--- config.mk ---
export PLATFORM = sky130hd
export DESIGN_NAME = control_decode_execute
export DESIGN_NICKNAME = d
export VERILOG_FILES = /design/src/rtl/control_decode_execute.sv
export SDC_FILE = /design/constraint.sdc
export NUM_CORES = 1
export LEC_CHECK = 0
export CAP_MARGIN = 20
export CORE_ASPECT_RATIO = 0.5
export CORE_MARGIN = 2
export CORE_UTILIZATION = 60
export CTS_CLUSTER_DIAMETER = 30
export DETAILED_ROUTE_END_ITERATION = 8
export PLACE_DENSITY_LB_ADDON = 0.3
export SYNTH_ARGS = -nofsm -noshare
export SYNTH_HDL_FRONTEND = slang
export SYNTH_SLANG_ARGS = --single-unit
--- constraint.sdc ---
create_clock -name clk -period 8.1 [get_ports clk]
set_clock_uncertainty 0.15 [all_clocks]
set_input_delay 1.215 -clock clk [delete_from_list [all_inputs] [get_ports clk]]
set_output_delay 1.215 -clock clk [all_outputs]
set_load 0.01 [all_outputs]
--- src/rtl/control_decode_execute.sv ---
// Decode, register file and ALU execute for the 16-bit in-order pipeline.
// Two register stages: decode latch (_p0), then the registered ex_* outputs.
module control_decode_execute #(
  parameter int DATA_W  = 16,
  parameter int RADDR_W = 4
) (
  input  logic                 clk,
  input  logic                 rst,
  input  logic [DATA_W-1:0]    ir,
  input  logic [DATA_W-1:0]    pc,
  input  logic                 wb_regwrite,
  input  logic [RADDR_W-1:0]   wb_rd,
  input  logic [DATA_W-1:0]    wb_data,
  output logic                 pcwrite,
  output logic [DATA_W-1:0]    ex_pc,
  output logic [DATA_W-1:0]    ex_aluout,
  output logic [DATA_W-1:0]    ex_bout,
  output logic [RADDR_W-1:0]   ex_rdout,
  output logic                 ex_zero,
  output logic                 ex_pos,
  output logic                 ex_memread,
  output logic                 ex_memwrite,
  output logic                 ex_mem2reg,
  output logic                 ex_regwrite
);
  localparam int NREG = 1 << RADDR_W;

  function automatic logic signed [DATA_W-1:0] immgen(input logic [DATA_W-1:0] i,
                                                      input logic [1:0] sel);
    case (sel)
      2'b00:   return DATA_W'($signed(i[7:4]));
      2'b01:   return DATA_W'($signed(i[11:4]));
      2'b10:   return DATA_W'($signed(i[15:12]));
      default: return {i[11:4], 8'h00};
    endcase
  endfunction

  logic [3:0]         op;
  logic [RADDR_W-1:0] rd, rs1, rs2;
  assign op  = ir[3:0];
  assign rd  = ir[15:12];
  assign rs1 = ir[11:8];
  assign rs2 = ir[7:4];

  assign pcwrite = !rst && (op != 4'd15);

  logic       regwrite_d, memread_d, memwrite_d, mem2reg_d, aluop_d, aluin1_d;
  logic [1:0] aluin2_d, immgenop_d;

  always_comb begin
    regwrite_d = 1'b0;
    memread_d  = 1'b0;
    memwrite_d = 1'b0;
    mem2reg_d  = 1'b0;
    aluop_d    = 1'b0;
    aluin1_d   = 1'b0;
    aluin2_d   = 2'b00;
    immgenop_d = 2'b00;
    case (op)
      4'd0: regwrite_d = 1'b1;
      4'd1: begin aluop_d = 1'b1; regwrite_d = 1'b1; end
      4'd2: begin aluin2_d = 2'b01; regwrite_d = 1'b1; end
      4'd3: begin aluin2_d = 2'b01; memread_d = 1'b1; mem2reg_d = 1'b1; regwrite_d = 1'b1; end
      4'd4: begin immgenop_d = 2'b10; aluin2_d = 2'b01; memwrite_d = 1'b1; end
      4'd5: begin immgenop_d = 2'b01; aluin2_d = 2'b01; regwrite_d = 1'b1; end
      4'd6: begin immgenop_d = 2'b11; aluin2_d = 2'b01; regwrite_d = 1'b1; end
      4'd7: begin immgenop_d = 2'b01; aluin1_d = 1'b1; aluin2_d = 2'b11; regwrite_d = 1'b1; end
      4'd8: aluop_d = 1'b1;
      default: ;
    endcase
  end

  // Register file with write-first bypass; r0 is hardwired to zero.
  logic [DATA_W-1:0] rf [NREG];
  logic [DATA_W-1:0] rf_a, rf_b, a_d;

  always_ff @(posedge clk) begin
    if (rst) begin
      for (int i = 0; i < NREG; i++) rf[i] <= '0;
    end else if (wb_regwrite && wb_rd != '0) begin
      rf[wb_rd] <= wb_data;
    end
  end

  assign rf_a = (rs1 == '0) ? '0 : (wb_regwrite && wb_rd == rs1) ? wb_data : rf[rs1];
  assign rf_b = (rs2 == '0) ? '0 : (wb_regwrite && wb_rd == rs2) ? wb_data : rf[rs2];
  // The wide immediate forms reuse the rs1 field, so A must not leak in.
  assign a_d  = immgenop_d[0] ? '0 : rf_a;

  // ---- decode -> execute boundary ----
  logic signed [DATA_W-1:0] a_p0, b_p0, imm_p0;
  logic [DATA_W-1:0]        pc_p0;
  logic [RADDR_W-1:0]       rd_p0;
  logic                     aluop_p0, aluin1_p0;
  logic [1:0]               aluin2_p0;
  logic                     regwrite_p0, memread_p0, memwrite_p0, mem2reg_p0;

  always_ff @(posedge clk) begin
    if (rst) begin
      a_p0 <= '0; b_p0 <= '0; imm_p0 <= '0; pc_p0 <= '0; rd_p0 <= '0;
      aluop_p0 <= 1'b0; aluin1_p0 <= 1'b0; aluin2_p0 <= 2'b00;
      regwrite_p0 <= 1'b0; memread_p0 <= 1'b0; memwrite_p0 <= 1'b0; mem2reg_p0 <= 1'b0;
    end else begin
      a_p0 <= a_d; b_p0 <= rf_b; imm_p0 <= immgen(ir, immgenop_d); pc_p0 <= pc; rd_p0 <= rd;
      aluop_p0 <= aluop_d; aluin1_p0 <= aluin1_d; aluin2_p0 <= aluin2_d;
      regwrite_p0 <= regwrite_d; memread_p0 <= memread_d;
      memwrite_p0 <= memwrite_d; mem2reg_p0 <= mem2reg_d;
    end
  end

  logic signed [DATA_W-1:0] in1_x, in2_x, alu_x;

  always_comb begin
    in1_x = aluin1_p0 ? $signed(pc_p0) : a_p0;
    case (aluin2_p0)
      2'b00:   in2_x = b_p0;
      2'b01:   in2_x = imm_p0;
      2'b10:   in2_x = DATA_W'(2);
      default: in2_x = imm_p0 <<< 1;
    endcase
    alu_x = aluop_p0 ? (in1_x - in2_x) : (in1_x + in2_x);
  end

  // ---- execute -> memory boundary ----
  always_ff @(posedge clk) begin
    if (rst) begin
      ex_pc <= '0; ex_aluout <= '0; ex_bout <= '0; ex_rdout <= '0;
      ex_zero <= 1'b1; ex_pos <= 1'b0;
      ex_memread <= 1'b0; ex_memwrite <= 1'b0; ex_mem2reg <= 1'b0; ex_regwrite <= 1'b0;
    end else begin
      ex_pc <= pc_p0; ex_aluout <= alu_x; ex_bout <= b_p0; ex_rdout <= rd_p0;
      ex_zero <= (alu_x == '0); ex_pos <= (alu_x > 0);
      ex_memread <= memread_p0; ex_memwrite <= memwrite_p0;
      ex_mem2reg <= mem2reg_p0; ex_regwrite <= regwrite_p0;
    end
  end
endmodule

==> impl_metrics.ini, run 1 <==
[status]
outcome = finished clean

[timing]
relSlewSlack_pct = 27.0
finalHoldViolCount = 0
slew_violations = 0
setup_tns_ns = 0
min_period_ns = 4.79
rsz0062_at_grt = no
period_share_pct = 59.1
fmax_ghz = 0.209
tightest_slew_ns = 1.09
setup_viol = 0
setup_slack_ns = 3.31

[synth]
ys_top_cells_by_area = edfxtp_1 (41%), mux4_2 (19%), dfxtp_1 (14%)
synth-edff-count = 256
synth_area_per_cell_um2 = 14.0
async_flop_share_pct = 0
ys_ff_latch = 387
yosysTopAreaCell = edfxtp_1
yosysTopAreaCellShare_pct = 40.5
yosysWarningCount = 0
synth_cells = 1351
synth_cell_types = 54
ys_seq_area_share_pct = 54.3
syn-cell-area_mm2 = 0.0190
synth_ff_type = edfxtp_1

[floorplan]
rows = 45
initial_core_util_pct = 61.7
num_io_pins = 114
die_y_um = 130
fp.dieW_um = 255
design.die.area_mm2 = 0.0331
design.core.area_mm2 = 0.0307

[detailed_routing]
first_iter_violations = 1317
drc_errors = 0
routedWlPerCell_um = 26.4
drtPass1Iterations = 5
via_per_inst = 6.44
totalWireLength_um = 50700
detail-route-antenna-nets = 0
via_count = 12400

[clock_tree]
cts_tree = built
htree_levels = 2
cts_root_buffer = clkbuf_16
ctsHoldBuffers = 0
clk_path_buf_depth = 3
clk_pin_slew_ns = 0.06
cts-resized-gates = 0
cts.sinks = 387
clk_latency_ns = 0.56
numCtsBuffers = 47
post-cts-setup-buffers = 0

[global_routing]
grt_pass1_vias = 12300
grt_pass1_wl_um = 76200
grt-ovfl-total = 0
antenna_found_initial = 4
grt_max_degree = 65
grt_usage_pct = 31.1

[setup_path]
endpoint = ex_pos$_SDFF_PP0_
r2r_slack_ns = 3.31
rr_endpoint = ex_pos$_SDFF_PP0_
crit_start = aluin1_p0$_SDFF_PP0_
required_ns = 8.37
ff2ff_path_depth = 17
timing_worst_setup_path_type = register to register
startpoint_type = register
end_kind = register
crit_arrival_ns = 5.06
cp_max_fo = 26
r2r_start = aluin1_p0$_SDFF_PP0_

[run]
drv_cap = 0

[pwr]
p_per_area_mw_per_mm2 = 243
p_leak_nw = 7.84
p_total_w = 0.00538
peakVddDrop_uv = 158

[final_layout]
layout_common_cells = edfxtp_1 (256), and2_1 (244), mux4_2 (160)
fin_cells = 1920
final_common_cell = edfxtp_1
final_layout_size_suffix_gt1_share_pct = 20.9
n_antenna_cell = 0
synthToLayoutAreaGrowth_pct = 16.8
final_nets = 1532

[worst_hold_path]
worstHoldPathType = register to register

[place]
dp_hpwl_um = 33800
pre_cts_ws_ns = 3.43
routabilityCongestion = 0.862
port_buffers = 113
place_inst = 1833
[state kept, by name, summed over array words and instances (netlist names), 4 cells and up]
| name | flops |
|---|---|
| ex_bout | 16 |
| rd_p0 | 4 |
| ex_pc | 16 |
| a_p0 | 16 |
| ex_aluout | 16 |
| pc_p0 | 16 |
| rf | 256 |
| imm_p0 | 16 |
| b_p0 | 16 |
| ex_rdout | 4 |
[synthesized netlist by cell type, drive strengths merged (7+ instances only)]
cell type and count:
nor3 13, nor2b 63, xnor2 26, dfxtp 131, xor2 10, inv 10, ha 16, nor2 74
mux2 15, mux2i 49, nand3b 7, nand2 18, edfxtp 256, nand3 17, o21ai 41, buf 34
a21oi 30, and2 244, clkbuf 71, a21o 12, mux4 160
[power breakdown]
group / internal (W) / leakage [nW] / switching, W
combinational: 0.000393 / 3.51 / 0.000436
clock: 0.00135 / 0.801 / 0.000869
sequential: 0.00225 / 3.53 / 0.0000751
[metal layers]
metal	vias up	share of wire, %	global-route usage [%]	wire length (µm)
met5	-	0.081	0	41
met1	6241	39	41.7	19600
li1	5230	-	-	-
met2	803	46	48.5	23100
met4	6	1.8	7.98	894
met3	85	14	12.1	6960
[per-stage QoR]
stage               utilization [%]  hold slack (ns)  instance area, µm²
floorplan                         -            0.264               19000
global placement               66.4            0.271               20400
detailed placement             66.6            0.276               20500
CTS                            72.1            0.289               22200
global route                   72.1            0.315               22200
finish                         72.1            0.285               22200
[critical path, stage by stage, from the launching register on]
cell and delay, ns:
dfxtp_1 0.87, buf_4 0.41, nand3b_1 0.10, o21ai_0 0.15
ha_1 0.26, nand2_1 0.06, nor2_1 0.28, a21oi_1 0.14
xnor2_1 0.15, ha_1 0.24, a2111oi_0 0.55, o21ai_1 0.21
nand3_1 0.21, and3_1 0.20, nor3_1 0.07, nor4_1 0.27
and4_1 0.26, nor3b_2 0.05
[worst min-delay path by stage]
stage	to	from	slack (ns)	cells past startpoint
floorplan	ex_mem2reg$_SDFF_PP0_	mem2reg_p0$_SDFF_PP0_	0.26	1
finish	ex_rdout[1]$_SDFF_PP0_	rd_p0[1]$_SDFF_PP0_	0.29	1
global placement	ex_rdout[2]$_SDFF_PP0_	rd_p0[2]$_SDFF_PP0_	0.27	1
detailed placement	ex_rdout[1]$_SDFF_PP0_	rd_p0[1]$_SDFF_PP0_	0.28	1
CTS	ex_rdout[1]$_SDFF_PP0_	rd_p0[1]$_SDFF_PP0_	0.29	1
global route	ex_rdout[2]$_SDFF_PP0_	rd_p0[2]$_SDFF_PP0_	0.32	1
[cell families (layout without fill, tap and decap cells)]
kind of cell / after synthesis / in the layout / synth area share (%)
mux: 224 / 224 / 22.5
fa+ha+maj: 17 / 17 / 1.16
buf+inv: 115 / 246 / 2.72
flops: 387 / 387 / 54.3
other cells: 1 / 16 / 0.0198
compound gates: 105 / 105 / 3.31
simple gates: 466 / 466 / 14.3
xor+xnor: 36 / 36 / 1.66
[layout make-up]
cell class,count,area (µm²)
clock buffer,54,1300
multi-input combinational,864,8200
fill,1917,8580
tap,423,529
sequential,387,10300
timing repair buffer,150,1420
clock inverter,32,369
inverter,10,37.5
(Power assumes the default switching activity.)
==> run 2: changes to the inputs <==
--- a/config.mk
+++ b/config.mk
@@ -8,7 +8,7 @@
 export CAP_MARGIN = 20
 export CORE_ASPECT_RATIO = 0.5
 export CORE_MARGIN = 2
-export CORE_UTILIZATION = 60
+export CORE_UTILIZATION = 54
 export CTS_CLUSTER_DIAMETER = 30
 export DETAILED_ROUTE_END_ITERATION = 8
 export PLACE_DENSITY_LB_ADDON = 0.3
==> constraint.sdc (replaced) <==
create_clock -name clk -period 4.4 [get_ports clk]
set_clock_uncertainty 0.15 [all_clocks]
set_input_delay 0.66 -clock clk [delete_from_list [all_inputs] [get_ports clk]]
set_output_delay 0.66 -clock clk [all_outputs]
set_load 0.01 [all_outputs]
==> run 2 against run 1 <==
Against the previous run:
- cell area grew 0.67%
- clock power grew 77%
- cell count grew 3.6%
- via count shrank 2.6%
- largest cell class unchanged
- clock-buffer cell count grew 5
- die area grew 11%
- global-route usage shrank 4.1 points
- critical path type unchanged
==> impl_metrics.ini, run 2 (synthesis results as in run 1) <==
[final_layout]
regMostFlops = rf
final_nets = 1548
synthToLayoutAreaGrowth_pct = 17.6
layout_common_cells = edfxtp_1 (256), and2_1 (244), mux4_2 (160)
largest_reg_flops = 256
final_common_cell = edfxtp_1
final_layout_size_suffix_gt1_share_pct = 21.7
nFillCells = 2419
n_antenna_cell = 0

[detailed_routing]
via_per_inst = 6.05
routedWlPerCell_um = 24.3
via_count = 12000
first_iter_violations = 1334
drc_errors = 0
totalWireLength_um = 48400
detail-route-antenna-nets = 0
drtPass1Iterations = 5

[pwr]
peakVddDrop_uv = 320
netSwitchingFraction_pct = 25.7
p_per_area_mw_per_mm2 = 436
internal-power_w = 0.00722
p_clk_share_pct = 40.3
sequentialPowerShare_pct = 43.8
share_comb_of_total_power_pct = 15.9
p_leak_nw = 7.90
p_sw_w = 0.00250

[timing]
tightest_slew_ns = 1.16
relSlewSlack_pct = 22.2
period_share_pct = 95.0
fmax_ghz = 0.239
rsz0062_at_grt = no
setup_tns_ns = 0
timing.hold.ws_ns = 0.283
slew_violations = 0
setup_viol = 0
finalHoldViolCount = 0
setup_slack_ns = 0.221
min_period_ns = 4.18

[clock_tree]
htree_levels = 2
cts.sinks = 387
cts_root_buffer = clkbuf_16
clk_latency_ns = 0.57
ctsHoldBuffers = 0
clk_pin_slew_ns = 0.06
cts-resized-gates = 0
numCtsBuffers = 49
cts_tree = built
clk_path_buf_depth = 3
post-cts-setup-buffers = 0

[floorplan]
rows = 48
design.core.area_mm2 = 0.0345
die_y_um = 137
fp.dieW_um = 269
initial_core_util_pct = 54.9
num_io_pins = 114
design.die.area_mm2 = 0.0367

[worst_hold_path]
worstHoldPathType = register to register
holdPathEnd = ex_rdout[3]$_SDFF_PP0_
hold_depth = 1
hp-start = rd_p0[3]$_SDFF_PP0_

[place]
routabilityCongestion = 0.867
dp_hpwl_um = 33400
port_buffers = 113
pre_cts_ws_ns = 0.280

[setup_path]
end_kind = register
required_ns = 4.66
r2r_start = aluin2_p0[0]$_SDFF_PP0_
startpoint_type = register
cp_max_fo = 5
r2r_slack_ns = 0.22
timing_worst_setup_path_type = register to register
ff2ff_path_depth = 15
rr_endpoint = ex_pos$_SDFF_PP0_
crit_arrival_ns = 4.44

[global_routing]
grt_usage_pct = 27.0
grt_pass1_wl_um = 72900
grt_pass1_vias = 12000
grt-ovfl-total = 0
antenna_found_initial = 0
grt_max_degree = 69

[run]
drv_cap = 0

[status]
outcome = finished clean
run 2: cell types whose count changed in the layout (fill, tap and decap cells not counted), moves of 3 or more:
cell	change
buf_12	+4
buf_4	+16
buf_6	-3
bufinv_16	-3
clkbuf_1	+4
clkinv_2	+3
run 2: area by class of cell:
class | count | area (µm²) | area share [%]
inverter | 10 | 37.5 | 0.168
clock inverter | 31 | 287 | 1.28
multi-input combinational | 864 | 8210 | 36.8
tap | 475 | 594 | 2.66
sequential | 387 | 10300 | 46.2
clock buffer | 59 | 1330 | 5.94
timing repair buffer | 164 | 1550 | 6.95
run 2: through the flow:
stage	total power, W	utilization [%]	std cells	instance area (µm²)
floorplan	0.00527	-	1366	19000
global placement	0.00578	59.8	1897	20700
detailed placement	0.00584	59.9	1898	20700
CTS	0.00973	64.5	1988	22300
global route	0.0100	64.6	1990	22300
finish	0.00972	64.6	1990	22300
run 2: worst max path at each step:
stage,startpoint,to,slack (ns),depth (start not counted)
detailed placement,aluin2_p0[0]$_SDFF_PP0_,ex_pos$_SDFF_PP0_,0.28,16
global placement,aluin2_p0[0]$_SDFF_PP0_,ex_pos$_SDFF_PP0_,0.47,17
floorplan,aluin2_p0[0]$_SDFF_PP0_,ex_zero$_SDFF_PP1_,0.33,20
finish,aluin2_p0[0]$_SDFF_PP0_,ex_pos$_SDFF_PP0_,0.22,15
global route,aluin2_p0[0]$_SDFF_PP0_,ex_pos$_SDFF_PP0_,0.01,16
CTS,aluin2_p0[0]$_SDFF_PP0_,ex_pos$_SDFF_PP0_,0.24,16
run 2: worst max-delay path: stages (launching register included):
cell,delay [ns]
dfxtp_1,0.33
mux2_2,0.33
o21ai_0,0.32
ha_1,0.27
nand2_1,0.06
nor2_1,0.30
a21oi_1,0.14
xnor2_1,0.16
ha_1,0.39
a21oi_1,0.32
nor4b_1,0.36
a21o_1,0.22
xnor2_1,0.09
nor4_1,0.29
and4_1,0.27
nor3b_2,0.05
run 2: layer usage:
metal,up-vias,wire length [µm],GRT usage [%]
li1,5274,-,-
met1,6055,20000,39.9
met2,662,22600,42.2
met3,47,5280,5.88
met4,0,456,4.44
met5,-,0,0
run 2: power by group through the flow:
stage	clock network, W	logic (W)	registers, W
floorplan	0	0.000952	0.00432
global placement	0	0.00148	0.00430
detailed placement	0	0.00151	0.00433
CTS	0.00396	0.00152	0.00426
global route	0.00411	0.00165	0.00429
finish	0.00392	0.00154	0.00426
==> run 3: changes to the inputs <==
--- a/config.mk
+++ b/config.mk
@@ -15,3 +15,4 @@
 export SYNTH_ARGS = -nofsm -noshare
 export SYNTH_HDL_FRONTEND = slang
 export SYNTH_SLANG_ARGS = --single-unit
+export TNS_END_PERCENT = 100
==> results of run 3 <==
No change in the layout: final DEF, timing and power equal those of run 2.
